--- config.mk ---
export PLATFORM = sky130hd
export DESIGN_NAME = bus_arbiter_mux_flat
export DESIGN_NICKNAME = d
export VERILOG_FILES = /design/src/rtl/bus_arbiter_mux_if.sv /design/src/rtl/bus_arbiter_mux.sv /design/src/flat_wrapper.sv
export SDC_FILE = /design/constraint.sdc
export NUM_CORES = 1
export LEC_CHECK = 0
export ABC_CLOCK_PERIOD_IN_PS = 7700
export CAP_MARGIN = 5
export CORE_AREA = 8 8 325 327
export DETAILED_ROUTE_END_ITERATION = 8
export DIE_AREA = 0 0 333 335
export PLACE_DENSITY_LB_ADDON = 0.05
export SYNTH_ARGS = -nofsm -noshare
export SYNTH_HDL_FRONTEND = slang
export SYNTH_SLANG_ARGS = --single-unit
export TNS_END_PERCENT = 30
--- constraint.sdc ---
create_clock -name clock_i -period 7.7 [get_ports clock_i]
set_clock_uncertainty 0.05 [all_clocks]
set_input_delay 1.54 -clock clock_i [delete_from_list [all_inputs] [get_ports clock_i]]
set_output_delay 1.54 -clock clock_i [all_outputs]
set_load 0.01 [all_outputs]
--- src/rtl/bus_arbiter_mux_if.sv ---
// ============================================================================
// Module      : bus_arbiter_mux_if
// Description : Source/bus bundle for bus_arbiter_mux; the optional conflict_cnt
//               member exists only when CONFLICT_CNT_EN is defined.
// Revision    : 1.0 - initial release
// ============================================================================
`default_nettype none

interface bus_arbiter_mux_if #(
    parameter int WIDTH   = 32,
    parameter int NUM_SRC = 24,
    parameter int SEL_W   = $clog2(NUM_SRC)
);
    logic [NUM_SRC*WIDTH-1:0] src_data;
    logic [NUM_SRC-1:0]       src_req;
    logic                     bus_en;
    logic [WIDTH-1:0]         bus_out;
    logic                     bus_valid;
    logic [NUM_SRC-1:0]       grant;
    logic [SEL_W-1:0]         grant_idx;
    logic                     conflict;
    logic                     conflict_sticky;
`ifdef CONFLICT_CNT_EN
    logic [15:0]              conflict_cnt;
`endif

    modport master (
        output src_data, src_req, bus_en,
        input  bus_out, bus_valid, grant, grant_idx, conflict, conflict_sticky
`ifdef CONFLICT_CNT_EN
        , input conflict_cnt
`endif
    );

    modport slave (
        input  src_data, src_req, bus_en,
        output bus_out, bus_valid, grant, grant_idx, conflict, conflict_sticky
`ifdef CONFLICT_CNT_EN
        , output conflict_cnt
`endif
    );
endinterface

`default_nettype wire

--- src/rtl/bus_arbiter_mux.sv ---
// ============================================================================
// Module      : bus_arbiter_mux
// Description : Registered round-robin arbitrated bus multiplexer with conflict
//               flagging. Optional macro CONFLICT_CNT_EN adds a 16-bit saturating
//               conflict counter.
// Revision    : 1.0 - initial release
// ============================================================================
`default_nettype none

module bus_arbiter_mux #(
    parameter int WIDTH     = 32,
    parameter int NUM_SRC   = 24,
    parameter int HOLD_LAST = 0
) (
    input  wire                 clock_i,
    input  wire                 clear_i,
    bus_arbiter_mux_if.slave    bus
);
    localparam int SEL_W = $clog2(NUM_SRC);
    localparam logic [SEL_W:0]   NUM_W  = (SEL_W+1)'(NUM_SRC);
    localparam logic [SEL_W-1:0] LAST_W = SEL_W'(NUM_SRC - 1);

    logic [WIDTH-1:0]   bus_out_q,   bus_out_d;
    logic               bus_valid_q, bus_valid_d;
    logic [NUM_SRC-1:0] grant_q,     grant_d;
    logic [SEL_W-1:0]   grant_idx_q, grant_idx_d;
    logic               conflict_q,  conflict_d;
    logic               sticky_q,    sticky_d;
    logic [SEL_W-1:0]   ptr_q,       ptr_d;

    logic               win_found;
    logic [SEL_W-1:0]   win_idx;
    logic [SEL_W:0]     cand;
    logic               seen_one;
    logic               multi_req;
    logic [WIDTH-1:0]   win_data;

    // Rotating scan starting at ptr_q; the first requester encountered wins.
    always_comb begin
        win_found = 1'b0;
        win_idx   = '0;
        cand      = '0;
        for (int k = 0; k < NUM_SRC; k++) begin
            cand = {1'b0, ptr_q} + (SEL_W+1)'(k);
            if (cand >= NUM_W) begin
                cand = cand - NUM_W;
            end
            if (!win_found && bus.src_req[cand[SEL_W-1:0]]) begin
                win_found = 1'b1;
                win_idx   = cand[SEL_W-1:0];
            end
        end
    end

    always_comb begin
        seen_one  = 1'b0;
        multi_req = 1'b0;
        for (int i = 0; i < NUM_SRC; i++) begin
            if (bus.src_req[i]) begin
                if (seen_one) begin
                    multi_req = 1'b1;
                end
                seen_one = 1'b1;
            end
        end
    end

    assign win_data = bus.src_data[win_idx*WIDTH +: WIDTH];

    always_comb begin
        bus_out_d   = bus_out_q;
        bus_valid_d = bus_valid_q;
        grant_d     = grant_q;
        grant_idx_d = grant_idx_q;
        conflict_d  = conflict_q;
        sticky_d    = sticky_q;
        ptr_d       = ptr_q;
        if (bus.bus_en) begin
            conflict_d = multi_req;
            sticky_d   = sticky_q | multi_req;
            if (win_found) begin
                bus_out_d   = win_data;
                bus_valid_d = 1'b1;
                grant_d     = NUM_SRC'(1) << win_idx;
                grant_idx_d = win_idx;
                ptr_d       = (win_idx == LAST_W) ? '0 : win_idx + SEL_W'(1);
            end else begin
                bus_out_d   = (HOLD_LAST != 0) ? bus_out_q : '0;
                bus_valid_d = 1'b0;
                grant_d     = '0;
                grant_idx_d = '0;
            end
        end
    end

    always_ff @(posedge clock_i) begin
        if (clear_i) begin
            bus_out_q   <= '0;
            bus_valid_q <= 1'b0;
            grant_q     <= '0;
            grant_idx_q <= '0;
            conflict_q  <= 1'b0;
            sticky_q    <= 1'b0;
            ptr_q       <= '0;
        end else begin
            bus_out_q   <= bus_out_d;
            bus_valid_q <= bus_valid_d;
            grant_q     <= grant_d;
            grant_idx_q <= grant_idx_d;
            conflict_q  <= conflict_d;
            sticky_q    <= sticky_d;
            ptr_q       <= ptr_d;
        end
    end

    assign bus.bus_out         = bus_out_q;
    assign bus.bus_valid       = bus_valid_q;
    assign bus.grant           = grant_q;
    assign bus.grant_idx       = grant_idx_q;
    assign bus.conflict        = conflict_q;
    assign bus.conflict_sticky = sticky_q;

`ifdef CONFLICT_CNT_EN
    logic [15:0] cnt_q, cnt_d;

    // Saturates instead of wrapping so a long storm never reads back as "few".
    always_comb begin
        cnt_d = cnt_q;
        if (bus.bus_en && multi_req && (cnt_q != 16'hFFFF)) begin
            cnt_d = cnt_q + 16'd1;
        end
    end

    always_ff @(posedge clock_i) begin
        if (clear_i) begin
            cnt_q <= '0;
        end else begin
            cnt_q <= cnt_d;
        end
    end

    assign bus.conflict_cnt = cnt_q;
`endif

endmodule

`default_nettype wire
--- src/flat_wrapper.sv ---
// flat-port wrapper written by rule: the top's interface ports become plain ports
module bus_arbiter_mux_flat 
#(
    parameter int WIDTH     = 32,
    parameter int NUM_SRC   = 24,
    parameter int HOLD_LAST = 0
)
  (clock_i, clear_i, bus_src_data, bus_src_req, bus_bus_en, bus_bus_out, bus_bus_valid, bus_grant, bus_grant_idx, bus_conflict, bus_conflict_sticky);
  bus_arbiter_mux_if #(.WIDTH(WIDTH), .NUM_SRC(NUM_SRC)) bus_i ();
  input  wire clock_i;
  input  wire clear_i;
  input wire logic [$bits(bus_i.src_data)-1:0] bus_src_data;
  input wire logic [$bits(bus_i.src_req)-1:0] bus_src_req;
  input wire logic [$bits(bus_i.bus_en)-1:0] bus_bus_en;
  output wire logic [$bits(bus_i.bus_out)-1:0] bus_bus_out;
  output wire logic [$bits(bus_i.bus_valid)-1:0] bus_bus_valid;
  output wire logic [$bits(bus_i.grant)-1:0] bus_grant;
  output wire logic [$bits(bus_i.grant_idx)-1:0] bus_grant_idx;
  output wire logic [$bits(bus_i.conflict)-1:0] bus_conflict;
  output wire logic [$bits(bus_i.conflict_sticky)-1:0] bus_conflict_sticky;
  assign bus_i.src_data = bus_src_data;
  assign bus_i.src_req = bus_src_req;
  assign bus_i.bus_en = bus_bus_en;
  assign bus_bus_out = bus_i.bus_out;
  assign bus_bus_valid = bus_i.bus_valid;
  assign bus_grant = bus_i.grant;
  assign bus_grant_idx = bus_i.grant_idx;
  assign bus_conflict = bus_i.conflict;
  assign bus_conflict_sticky = bus_i.conflict_sticky;
  bus_arbiter_mux #(.WIDTH(WIDTH), .NUM_SRC(NUM_SRC), .HOLD_LAST(HOLD_LAST)) u_core (.clock_i(clock_i), .clear_i(clear_i), .bus(bus_i));
endmodule
Word-level counts from Yosys, hierarchy flattened --
Cells that the tools add are included.
Cells by class: $add $sub $neg 48, magnitude comparators 48, eq/ne operators 1, shift-type cells 2, multiplexer cells 194, bitwise gates (word level) 1, reductions and logical operators 47
Operators by type and width (count):
- variable part select 768 x 11 -> 32 bit | 1
- 2-to-1 mux 5 bit | 50
- < comparator 5 x 6 -> 1 bit, second input constant | 24
- greater-or-equal comparator 6 x 5 -> 1 bit, second input constant | 23
- binary-select mux 1 bit (select 5 bit) | 24
- subtractor 5 bit, second input constant | 24
- 2-to-1 mux 1 bit | 118
- adder 5 x 4 -> 6 bit, second input constant | 8
- adder 5 x 5 -> 6 bit, second input constant | 8
- 2-to-1 mux 32 bit | 1
- adder 5 x 3 -> 6 bit, second input constant | 4
- 2-to-1 mux 24 bit | 1
- left shift 1 x 5 -> 24 bit, first input constant | 1
- logical AND 1 bit | 23
- logical NOT 1 bit | 23
- adder 5 x 2 -> 6 bit, second input constant | 2
- adder 5 x 1 -> 6 bit, second input constant | 1
- adder 5 x 1 -> 5 bit, second input constant | 1
- equality test 5 bit, second input constant | 1
- greater-or-equal comparator 5 bit, second input constant | 1
- AND reduction 2 bit | 1
- bitwise OR 1 bit | 1
Storage, ports and cells: register bits after elaboration 69, bits of input ports 795, output and inout bits 64, word-level logic and storage cells 348

Longest topological paths before layout --
depth after elaboration 76, gate-level depth with buffers 30, gate-level depth less buffers 23

Least setup slack after synthesis --
Ideal clock, no wire load.
path type reg-to-reg, from register u_core.ptr_q[3], to register u_core.ptr_q[2], setup time 0.128 ns, arrival 5.881 ns, required time 7.522 ns, slack 1.642 ns, cell stages (with the launch flop) 30, path buffers 6, clock period less this slack 6.058 ns, cell sequence dfxtp_1 buf_2 inv_2 buf_1 ha_1 a21boi_1 xnor2_1 inv_1 ha_1 and3b_1 o31ai_1 a21boi_1 mux2i_1 o22ai_1 or2_1 or4_1 buf_2 or3_1 buf_2 o31ai_1 nor4_1 o2bb2ai_1 a21boi_4 clkbuf_1 inv_1 clkbuf_1 ha_1 inv_1 a22oi_1 nor2_1
On the way: cells in the longest elaborated chain, start to end 76, elaborated cells on any way between the ends 241, those cells by class add/sub (48); order compare (24); eq/ne (1); mux (121); reduce/logical (47)
Ends and longest elaborated chain:
- from (decl) | line bus_arbiter_mux.sv:29 | logic [SEL_W-1:0] ptr_q, ptr_d;
- from (signal assigned) | line bus_arbiter_mux.sv:112 | ptr_q <= ptr_d;
- parallel branches: the longest is 76 deep, another holds adder 5 x 1 -> 6 bit
Parallel ways; which one is timed is not known. The select of a mux whose other input is x is not followed. A chain may end at the register's enable or synchronous reset.

Worst setup path in the final report --
from register u_core.ptr_q[2], to register u_core.bus_out_q[2] (netlist: u_core.bus.bus_out[2])
On the way: cells in the longest elaborated chain, start to end 76, elaborated cells on any way between the ends 239, those cells by class add/sub (47); order compare (24); shift (1); mux (121); reduce/logical (46)
Ends and longest elaborated chain:
- parallel branches: the longest is 75 deep, another holds adder 5 x 1 -> 6 bit
- 2-to-1 mux 32 bit (*) | line bus_arbiter_mux.sv:81 | if (win_found) begin
- to (signal assigned) | line bus_arbiter_mux.sv:106 | bus_out_q <= bus_out_d;
- to (decl) | line bus_arbiter_mux.sv:23 | logic [WIDTH-1:0] bus_out_q, bus_out_d;
Every way passes the cells marked *. The select of a mux whose other input is x is not followed.

==> results.txt <==
----------------------------------------------------
[Status]
  Result of the run ... completed

[Setup path]
  Critical path launch point type ... flip-flop
  Data arrival time of the critical path ... 7.81 ns
  CP Class ... reg -> reg
  Register-to-register path setup slack ... 0.16 ns
  Critical Path RT ... 7.97 ns
  Critical-path maximum fanout ... 66
  CP Capture Type ... flip-flop

[Logic synthesis]
  Area of the mapped netlist ... 19100 um2
  Async set or reset register ratio after synthesis ... 0%
  Yosys cell types ... 103
  Most common flop cell mapped by yosys ... sky130_fd_sc_hd__dfxtp_1
  Mapped Avg Cell Area ... 7.462 um2
  Flop and latch count out of synthesis ... 69
  Post-Synthesis Net Count ... 3386
  Count of flip-flops with a built-in enable after synthesis ... 0
  Post-synthesis sequential area ratio ... 7.231%
  Yosys synthesis warning count ... 0
  Synthesized instance count ... 2560

[Place]
  IO buf count ... 858
  Total placed instance area ... 29920 um2
  Detailed placement HPWL ... 148700 um
  Global placement routability congestion ... 0.9755

[Timing]
  Final hold violation count ... 0
  Unrepaired setup endpoints after global routing ... true
  Tightest Pin Transition ... 1.208 ns
  Maximum clock frequency ... 0.1327 GHz
  Worst rel slew slack ... 19.40%
  Final critical path time including I/O delays and setup ... 7.538 ns
  Share of the clock period used by the worst path ... 97.90%
  Final setup violation count ... 0
  Count of final max-slew check failures ... 0

[Pwr]
  Worst voltage drop across the vdd grid ... 0.4968 mV
  Power density relative to cell area ... 681.1 nW/um2
  Static leakage ... 11.60 nW
  Post-layout power ... 20.66 mW

[Clock network]
  CTS tree ... done
  Later-pin clock latency in the skew report ... 0.37 ns
  Clk sink count ... 69
  Hold_buf cts ... 0
  Number of buffers inserted during clock tree synthesis ... 9
  Buffers from clock root to sink, at most ... 2
  Number of levels the H-tree was split into ... 3
  Clock transition at the registers of the reported paths ... 0.08 ns
  Cell chosen for the clock root ... sky130_fd_sc_hd__clkbuf_16

[Drt]
  Detailed-route via count ... 26120
  Number of antenna-violating nets in the routed design ... 0
  Average via count per standard cell ... 5.521
  Final Routed Wirelength ... 175300 um
  Pre-Repair DR Iteration Count ... 6
  WL/cell ... 37.04 um
  Number of DRC markers after the initial detailed-route iteration ... 2552
  Remaining DRCs ... 0

[Die]
  Height of the chip ... 335 um
  Die width ... 333 um
  Row count ... 117
  Core ar. ... 100700 um2
  Area of the die ... 111600 um2
  Boundary pin count ... 859
  Initial core utilization ... 18.97%

[Layout]
  Layout fillers ... 10830
  Fraction of final layout cells with drive strength greater than 1 ... 13.03%
  Most frequent cells in the layout ... sky130_fd_sc_hd__clkdlybuf4s50_1, sky130_fd_sc_hd__nand2_1, sky130_fd_sc_hd__mux2i_1, sky130_fd_sc_hd__a21oi_1, sky130_fd_sc_hd__buf_4
  Most common cell after layout, fill and taps aside ... sky130_fd_sc_hd__clkdlybuf4s50_1
  NumNets Final ... 4199
  Area growth from synthesis to layout ... 58.79%
  Multi-input combinational cell area ... 16360 um2
  Post-route cell area ... 30330 um2
  Footprint of the flip-flops and latches ... 1386 um2

[Global route]
  GRT Overall Usage ... 29.48%
  First-pass GRT wire length ... 229900 um
  Total congestion overflow ... 0
  Vias in the first global route ... 25740
  Initial antenna violation count ... 97
  Largest net degree at the start of global routing ... 73

[Worst hold path]
  Hold WC Path Type ... reg -> reg

[Run]
  Number of maximum-capacitance violations ... 0

----------------------------------------------------
-- what timing repair did --
item	CTS	global route
endpoints found under the hold margin	0	0
buffers inserted	0	0
setup endpoints to repair	0	3
resized for setup	0	3
-- synthesized netlist by cell type (11+ instances only) --
master | count | area [um2]
sky130_fd_sc_hd__o211ai_2 | 23 | 287.8
sky130_fd_sc_hd__nor3_1 | 34 | 170.2
sky130_fd_sc_hd__o21ai_1 | 12 | 60.06
sky130_fd_sc_hd__o211ai_1 | 56 | 420.4
sky130_fd_sc_hd__or4_1 | 14 | 105.1
sky130_fd_sc_hd__a21oi_1 | 231 | 1156
sky130_fd_sc_hd__a22oi_1 | 27 | 202.7
sky130_fd_sc_hd__buf_2 | 82 | 410.4
sky130_fd_sc_hd__mux2i_1 | 277 | 2773
sky130_fd_sc_hd__nor2b_1 | 14 | 87.58
sky130_fd_sc_hd__o211a_1 | 30 | 300.3
sky130_fd_sc_hd__nor4_1 | 15 | 93.84
sky130_fd_sc_hd__and3_1 | 97 | 606.8
sky130_fd_sc_hd__clkbuf_1 | 109 | 409.1
sky130_fd_sc_hd__buf_6 | 21 | 236.5
sky130_fd_sc_hd__a211o_1 | 15 | 131.4
sky130_fd_sc_hd__ha_1 | 31 | 387.9
sky130_fd_sc_hd__a211oi_1 | 11 | 82.58
sky130_fd_sc_hd__nand4_1 | 13 | 81.33
sky130_fd_sc_hd__dfxtp_1 | 69 | 1381
sky130_fd_sc_hd__o31ai_2 | 15 | 187.7
sky130_fd_sc_hd__a311oi_1 | 29 | 254.0
sky130_fd_sc_hd__buf_4 | 25 | 187.7
sky130_fd_sc_hd__o21ai_0 | 116 | 580.6
sky130_fd_sc_hd__inv_1 | 31 | 116.4
sky130_fd_sc_hd__and2_1 | 20 | 125.1
sky130_fd_sc_hd__mux2_2 | 21 | 236.5
sky130_fd_sc_hd__or3_1 | 26 | 162.7
sky130_fd_sc_hd__mux4_2 | 97 | 2185
sky130_fd_sc_hd__nand2b_1 | 14 | 87.58
sky130_fd_sc_hd__a31o_1 | 30 | 262.8
sky130_fd_sc_hd__o31ai_1 | 40 | 300.3
sky130_fd_sc_hd__xnor2_1 | 16 | 140.1
sky130_fd_sc_hd__o22ai_1 | 19 | 118.9
sky130_fd_sc_hd__nor2_1 | 161 | 604.3
sky130_fd_sc_hd__a32oi_1 | 22 | 192.7
sky130_fd_sc_hd__a31oi_1 | 51 | 319.1
sky130_fd_sc_hd__buf_1 | 14 | 52.55
sky130_fd_sc_hd__nand3_1 | 92 | 460.4
sky130_fd_sc_hd__a22o_1 | 11 | 96.34
sky130_fd_sc_hd__nand2_1 | 345 | 1295
-- through the flow --
step	hold slack (ns)	worst slack [ns]	setup TNS, ns	util (%)	instances
floorplan	0.4196	1.642	0	-	2560
global placement	0.3881	-0.2867	-0.3781	29.71	4671
detailed placement	0.3921	-0.3373	-0.4998	29.71	4671
CTS	0.4062	0.06231	0	29.99	4687
global route	0.4242	-0.03264	-0.03264	30.08	4716
finish	0.4060	0.1621	0	30.12	4732
-- final timing paths --
path / start / end / cells after the start
worst max-delay path: u_core.ptr_q[2] / u_core.bus.bus_out[2] / 25
worst min-delay path: u_core.bus.bus_out[10] / u_core.bus.bus_out[10] / 2
worst max register to register: u_core.ptr_q[2] / u_core.bus.bus_out[2] / 25
worst min register to register: u_core.bus.bus_out[10] / u_core.bus.bus_out[10] / 2
-- critical path, cell delays in order, from the launching register on --
cell	delay, ns
sky130_fd_sc_hd__dfxtp_1	0.33
sky130_fd_sc_hd__inv_1	0.33
sky130_fd_sc_hd__ha_1	0.42
sky130_fd_sc_hd__a21boi_1	0.27
sky130_fd_sc_hd__xnor2_1	0.21
sky130_fd_sc_hd__inv_1	0.08
sky130_fd_sc_hd__ha_1	0.18
sky130_fd_sc_hd__and3b_1	0.22
sky130_fd_sc_hd__o31ai_1	0.29
sky130_fd_sc_hd__a21boi_1	0.56
sky130_fd_sc_hd__mux2i_1	0.26
sky130_fd_sc_hd__o22ai_1	0.12
sky130_fd_sc_hd__or2_1	0.31
sky130_fd_sc_hd__or4_1	0.71
sky130_fd_sc_hd__or3_1	0.43
sky130_fd_sc_hd__buf_4	0.17
sky130_fd_sc_hd__nand2_1	0.09
sky130_fd_sc_hd__a2111oi_2	0.10
sky130_fd_sc_hd__a21oi_4	0.20
sky130_fd_sc_hd__buf_12	0.22
sky130_fd_sc_hd__buf_12	0.35
sky130_fd_sc_hd__mux2i_1	0.16
sky130_fd_sc_hd__a22o_1	0.28
sky130_fd_sc_hd__nor3_2	0.47
sky130_fd_sc_hd__o22ai_1	0.34
sky130_fd_sc_hd__o21ai_1	0.19
-- area by class of cell --
cell class,count,share of cell area [%]
clock buffer,10,0.7879
inverter,38,0.4868
sequential,69,4.571
timing repair buffer,1055,34.29
antenna,45,0.3713
clock inverter,6,0.1526
multi-input combinational,2200,53.94
tap,1309,5.400
-- power by group --
part	switching, mW	leakage, nW	internal, mW	total [mW]
clock network	0.212	0.132	0.229	0.442
logic	12.4	10.9	7.25	19.6
registers	0.0989	0.568	0.487	0.586
-- layer usage --
metal	share of wire [%]	vias to the layer above	GRT usage, %
li1	-	11530	-
met5	0.096	-	0
met2	50	1307	52.47
met1	40	13040	35.51
met3	7.1	224	6.539
met4	2.7	26	8.199
-- registers in the layout, indices dropped and copies added, names as in the netlist --
register	cells
u_core.bus.bus_valid	1
u_core.bus.grant_idx	5
u_core.bus.bus_out	32
u_core.ptr_q	5
u_core.bus.conflict	1
u_core.bus.conflict_sticky	1
u_core.bus.grant	24
-- logic make-up (layout without fill, tap and decap cells) --
kind of cell / Yosys count / count (layout) / share of synthesized area [%]
multiplexers: 399 / 399 / 27.60
AND/OR/NAND/NOR: 905 / 905 / 23.13
adder cells (fa/ha/maj): 35 / 35 / 2.240
AO/OA/AOI/OAI: 838 / 838 / 30.84
flip-flops: 69 / 69 / 7.231
XOR/XNOR: 23 / 23 / 1.212
buffers and inverters: 291 / 1109 / 7.755
other: 0 / 45 / 0
Power figures use the tool's default switching activity.
==> patch 1: new RTL, config.mk and constraints unchanged <==
`WIDTH` is set to 32 in 3 places; all go to 40.
--- a/src/rtl/bus_arbiter_mux_if.sv
+++ b/src/rtl/bus_arbiter_mux_if.sv
@@ -9,3 +9,3 @@
 interface bus_arbiter_mux_if #(
-    parameter int WIDTH   = 32,
+    parameter int WIDTH   = 40,
     parameter int NUM_SRC = 24,
--- a/src/rtl/bus_arbiter_mux.sv
+++ b/src/rtl/bus_arbiter_mux.sv
@@ -10,3 +10,3 @@
 module bus_arbiter_mux #(
-    parameter int WIDTH     = 32,
+    parameter int WIDTH     = 40,
     parameter int NUM_SRC   = 24,
--- a/src/flat_wrapper.sv
+++ b/src/flat_wrapper.sv
@@ -3,3 +3,3 @@
 #(
-    parameter int WIDTH     = 32,
+    parameter int WIDTH     = 40,
     parameter int NUM_SRC   = 24,
Ports: changed (resized bus_bus_out and bus_src_data); port bits go from 859 to 1059. No check against the original RTL was run, so the function may have changed too.
==> patch 1 against the original RTL <==
Global-route usage increased by 1.3 points. Cell area increased by 14%. Highest routed layer unchanged. Maximum frequency increased by 3.8%. Area after synthesis increased by 9.7%. Cell count increased by 11%. Clock power increased by 18%. Non-clock buffer count increased by 236. Power increased by 5.9%. Sequential cell count increased by 8. Worst setup slack improved by 0.27 ns. Utilization increased by 4.1 points. Routed wire length increased by 5.0%. Count of clock-buffer cells in the layout decreased by 1. Hold slack improved by 0.023 ns.
==> patch 1: results (changes against the original RTL) <==
| Metric | Value |
|---|---|
| Hold path startpoint | `u_core.bus.bus_valid$_SDFFE_PP0P_` |
| Buffers added on ports | `1058 (+23%)` |
| Largest net degree at the start of global routing | `78 (+6.8%)` |
| Final HPWL DP | `157200 um (+5.7%)` |
| Drt first pass iters | `6 (unchanged)` |
| Wl on met1 | `73070 um (+3.9%)` |
| Share of layout cells above drive strength 1 | `11.26% (-1.8 points)` |
| Sink of the worst hold path | `u_core.bus.bus_valid$_SDFFE_PP0P_` |
| Cells on worst reg2reg path | `24 (-4.0%)` |
| Via count | `29340 (+12%)` |
| Seq/Total Area, Yosys | `7.356% (+0.12 points)` |
| Crit-path max FO | `21 (-68%)` |
| Dpl cell area | `34010 sq um (+14%)` |
| Reg2reg end | `u_core.bus.bus_out[21]$_SDFFE_PP0P_` |
| Highest routed layer | `met5` |
| Global-route wire length before repair | `245900 um (+6.9%)` |
| Yosys cell types | `108 (+4.9%)` |
| Syn Nets | `3911 (+16%)` |
| Outcome | `finished clean` |
| Number of flip-flops in the largest register | `40 (+25%)` |
| Cells after DPL | `5200 (+11%)` |
| Met2 WL post-DR | `92940 um (+6.1%)` |
| Initial antenna violation count | `72 (-26%)` |
| Flop-to-flop setup slack | `0.44 ns (+0.27 ns)` |
| Routability cong. | `0.9814 (+0.60%)` |
| Non-filler instance count after layout | `5255 (+11%)` |
| VDD IR max | `0.6106 mV (+23%)` |
| Filler cells | `10840 (+0.037%)` |
| Final net count | `4921 (+17%)` |
| Cts repair resizes | `0 (unchanged)` |
| Top post-synthesis cells by count | `nand2_1 (411), mux2i_1 (375), nor2_1 (209)` |
| Post-Synthesis Cells | `2892 (+13%)` |
| P_leak | `12.83 nW (+11%)` |
| Crit path max-delay cell type | `ha_1` |
| Max clock buf depth | `2 (unchanged)` |
| Worst path arrival time | `7.44 ns (-0.37 ns)` |
| Tot GR Track Use | `30.80% (+1.3 points)` |
| Total Wirelength | `184100 um (+5.0%)` |
| Initial DRC count | `2787 (+9.2%)` |
| Met2 Track Usage GR | `55.64% (+3.2 points)` |
| Worst hold slack | `0.4293 ns (+0.02329 ns)` |
| CTS Buf Count | `9 (unchanged)` |
| Met3 WL | `12360 um (-0.32%)` |
| Worst path max stage delay | `0.55 ns (-0.16 ns)` |
| Clk Latency, worst-skew pair | `0.37 ns (about the same)` |
| Dpl ws | `0.3568 ns (+0.6941 ns)` |
| Synth area leaders | `mux2i_1 (18%), nand2_1 (7.4%), dfxtp_1 (7.4%)` |
| Met3 Use GR | `6.158% (-0.38 points)` |
| Rel. slew slack | `32.10% (+13 points)` |
| GRT met1 Usage | `36.35% (+0.84 points)` |
patch 1: final cells by class:
cell class	count	area, sq um	area share, %
inverter	40	156.4	0.4542
clock inverter	6	96.34	0.2798
multi-input combinational	2483	17790	51.65
tap	1309	1638	4.757
timing repair buffer	1291	12890	37.43
antenna	40	100.1	0.2907
sequential	77	1544	4.484
clock buffer	9	225.2	0.6541
patch 1: kinds of logic after synthesis:
group / share of synthesized area, %
simple gates: 23.55
compound gates: 31.05
mux: 26.24
buf+inv: 8.413
flops: 7.356
fa+ha+maj: 2.197
xor+xnor: 1.194
patch 1: power breakdown:
group,total (W),switching (W),internal (W)
Combinational,0.0207,0.0126,0.00813
Clock,0.000521,0.000234,0.000288
Sequential,0.000630,0.0000980,0.000532
Total,0.0219,0.0129,0.00895
patch 1: worst max path at each step:
| stage | end | slack (ns) |
|---|---|---|
| after floorplan | u_core.ptr_q[4]$_SDFFE_PP0P_ | 1.64 |
| after global routing | u_core.bus.bus_out[21]$_SDFFE_PP0P_ | 0.16 |
| final | u_core.bus.bus_out[21]$_SDFFE_PP0P_ | 0.44 |
| after CTS | u_core.bus.bus_out[21]$_SDFFE_PP0P_ | 0.50 |
| after detailed placement | u_core.bus.bus_out[21]$_SDFFE_PP0P_ | 0.36 |
| after global placement | u_core.bus.bus_out[21]$_SDFFE_PP0P_ | 0.38 |
patch 1: worst register-to-register path, delay by kind of cell, from the launching register on:
kind            cells  cell delay [ns]
compound gates     10             2.40
simple gates        4             1.42
buf+inv             6             1.29
fa+ha+maj           2             0.79
xor+xnor            1             0.42
flops               1             0.40
mux                 1             0.37
==> patch 2: new RTL, config.mk and constraints unchanged <==
Made on the original files. `HOLD_LAST` is set to 0 in 2 places; all go to 1.
--- a/src/rtl/bus_arbiter_mux.sv
+++ b/src/rtl/bus_arbiter_mux.sv
@@ -12,3 +12,3 @@
     parameter int NUM_SRC   = 24,
-    parameter int HOLD_LAST = 0
+    parameter int HOLD_LAST = 1
 ) (
--- a/src/flat_wrapper.sv
+++ b/src/flat_wrapper.sv
@@ -5,3 +5,3 @@
     parameter int NUM_SRC   = 24,
-    parameter int HOLD_LAST = 0
+    parameter int HOLD_LAST = 1
 )
Function: changed (a bounded check fails within 4 cycles, from zero or initial values).
==> patch 2 against the original RTL <==
Routed wire length decreased by 5.7%. Worst setup slack improved by 0.22 ns. Via count fell by 7.0%. Non-clock buffer count increased by 113. Sequential cell count is the same. Area after synthesis fell by 14%. Cell area shrank 5.3%. Synthesized cell count is 11% lower. Global-route usage decreased by 1.6 points. Power down 25%. Hold slack better by 0.029 ns. Combinational power is 26% lower. Critical endpoint is now u_core.bus.bus_out[13]$_SDFFE_PP0P_.
==> patch 2: results (changes against the original RTL) <==
| Metric | Value |
|---|---|
| Crit-path max FO | `33 (-50%)` |
| Synth area leaders | `dfxtp_1 (8.4%), nand2_1 (6.8%), mux2_2 (6.8%)` |
| P_leak | `10.85 nW (-6.5%)` |
| Crit path max-delay cell type | `o21ai_1` |
| Dpl ws | `0.08492 ns (+0.4222 ns)` |
| Worst path arrival time | `7.52 ns (-0.29 ns)` |
| Largest net degree at the start of global routing | `59 (-19%)` |
| Seq pwr | `0.000518 W (-12%)` |
| Share of layout cells above drive strength 1 | `16.27% (+3.2 points)` |
| Yosys cell types | `107 (+3.9%)` |
| VDD IR max | `0.3500 mV (-30%)` |
| Clk Latency, worst-skew pair | `0.40 ns (+0.03 ns)` |
| Tot GR Track Use | `27.84% (-1.6 points)` |
| Worst path max stage delay | `0.64 ns (-0.07 ns)` |
| Combinational power | `0.0146 W (-26%)` |
| Initial antenna violation count | `60 (-38%)` |
| Number of global-route vias before repair | `24560 (-4.6%)` |
| Cells after DPL | `4482 (-4.0%)` |
| Drt first pass iters | `7 (+1)` |
| Global-route wire length before repair | `218900 um (-4.8%)` |
| Via count | `24300 (-7.0%)` |
| Initial DRC count | `2233 (-13%)` |
| Dpl cell area | `28330 sq um (-5.3%)` |
| Post-Synthesis Cells | `2269 (-11%)` |
| Internal | `0.006489 W (-19%)` |
| Total Wirelength | `165300 um (-5.7%)` |
| Final HPWL DP | `141400 um (-4.9%)` |
| Outcome | `finished clean` |
| Flop pwr share | `3.3% (+0.5 points)` |
| Rel. slew slack | `29.43% (+10 points)` |
## patch 2: cell types whose count changed after synthesis, sizes merged, moves of 67 or more
cell | before | now
a21oi | 234 | 58
a311oi | 29 | 99
and3 | 97 | 174
mux2 | 22 | 112
mux2i | 278 | 45
mux4 | 99 | 32
## patch 2: cell type report
type	count	area [sq um]	share of cell area (%)
sequential	69	1383	4.814
clock buffer	9	225.2	0.7842
clock inverter	7	75.07	0.2614
timing repair buffer	1168	11410	39.74
multi-input combinational	1906	13780	47.97
antenna	33	82.58	0.2876
tap	1309	1638	5.703
inverter	30	125.1	0.4357
## patch 2: layer usage
layer	track usage (%)	vias up	share of wire, %
met1	34.62	12130	42
met4	7.786	12	2.8
met3	5.684	158	6.5
met5	0	-	0.043
met2	48.49	1159	49
li1	-	10840	-
## patch 2: repair_timing
item / CTS / global route
endpoints found under the setup margin: 0 / 4
gates resized for setup: 0 / 1
hold buffers: 0 / 0
## patch 2: path summary, 6_finish.rpt
check,slack (ns),end,cells after the start,from
worst min-delay path,0.44,u_core.bus.bus_out[2]$_SDFFE_PP0P_,2,u_core.bus.bus_out[2]$_SDFFE_PP0P_
worst max register to register,0.38,u_core.bus.bus_out[13]$_SDFFE_PP0P_,24,u_core.ptr_q[1]$_SDFFE_PP0P_
worst max-delay path,0.38,u_core.bus.bus_out[13]$_SDFFE_PP0P_,24,u_core.ptr_q[1]$_SDFFE_PP0P_
worst min register to register,0.44,u_core.bus.bus_out[2]$_SDFFE_PP0P_,2,u_core.bus.bus_out[2]$_SDFFE_PP0P_
## patch 2: kinds of logic after synthesis
group | Yosys count | synth area share, %
mux | 189 | 14.84
fa+ha+maj | 36 | 2.672
flops | 69 | 8.428
compound gates | 820 | 38.18
buf+inv | 294 | 7.978
xor+xnor | 25 | 1.535
simple gates | 836 | 26.37
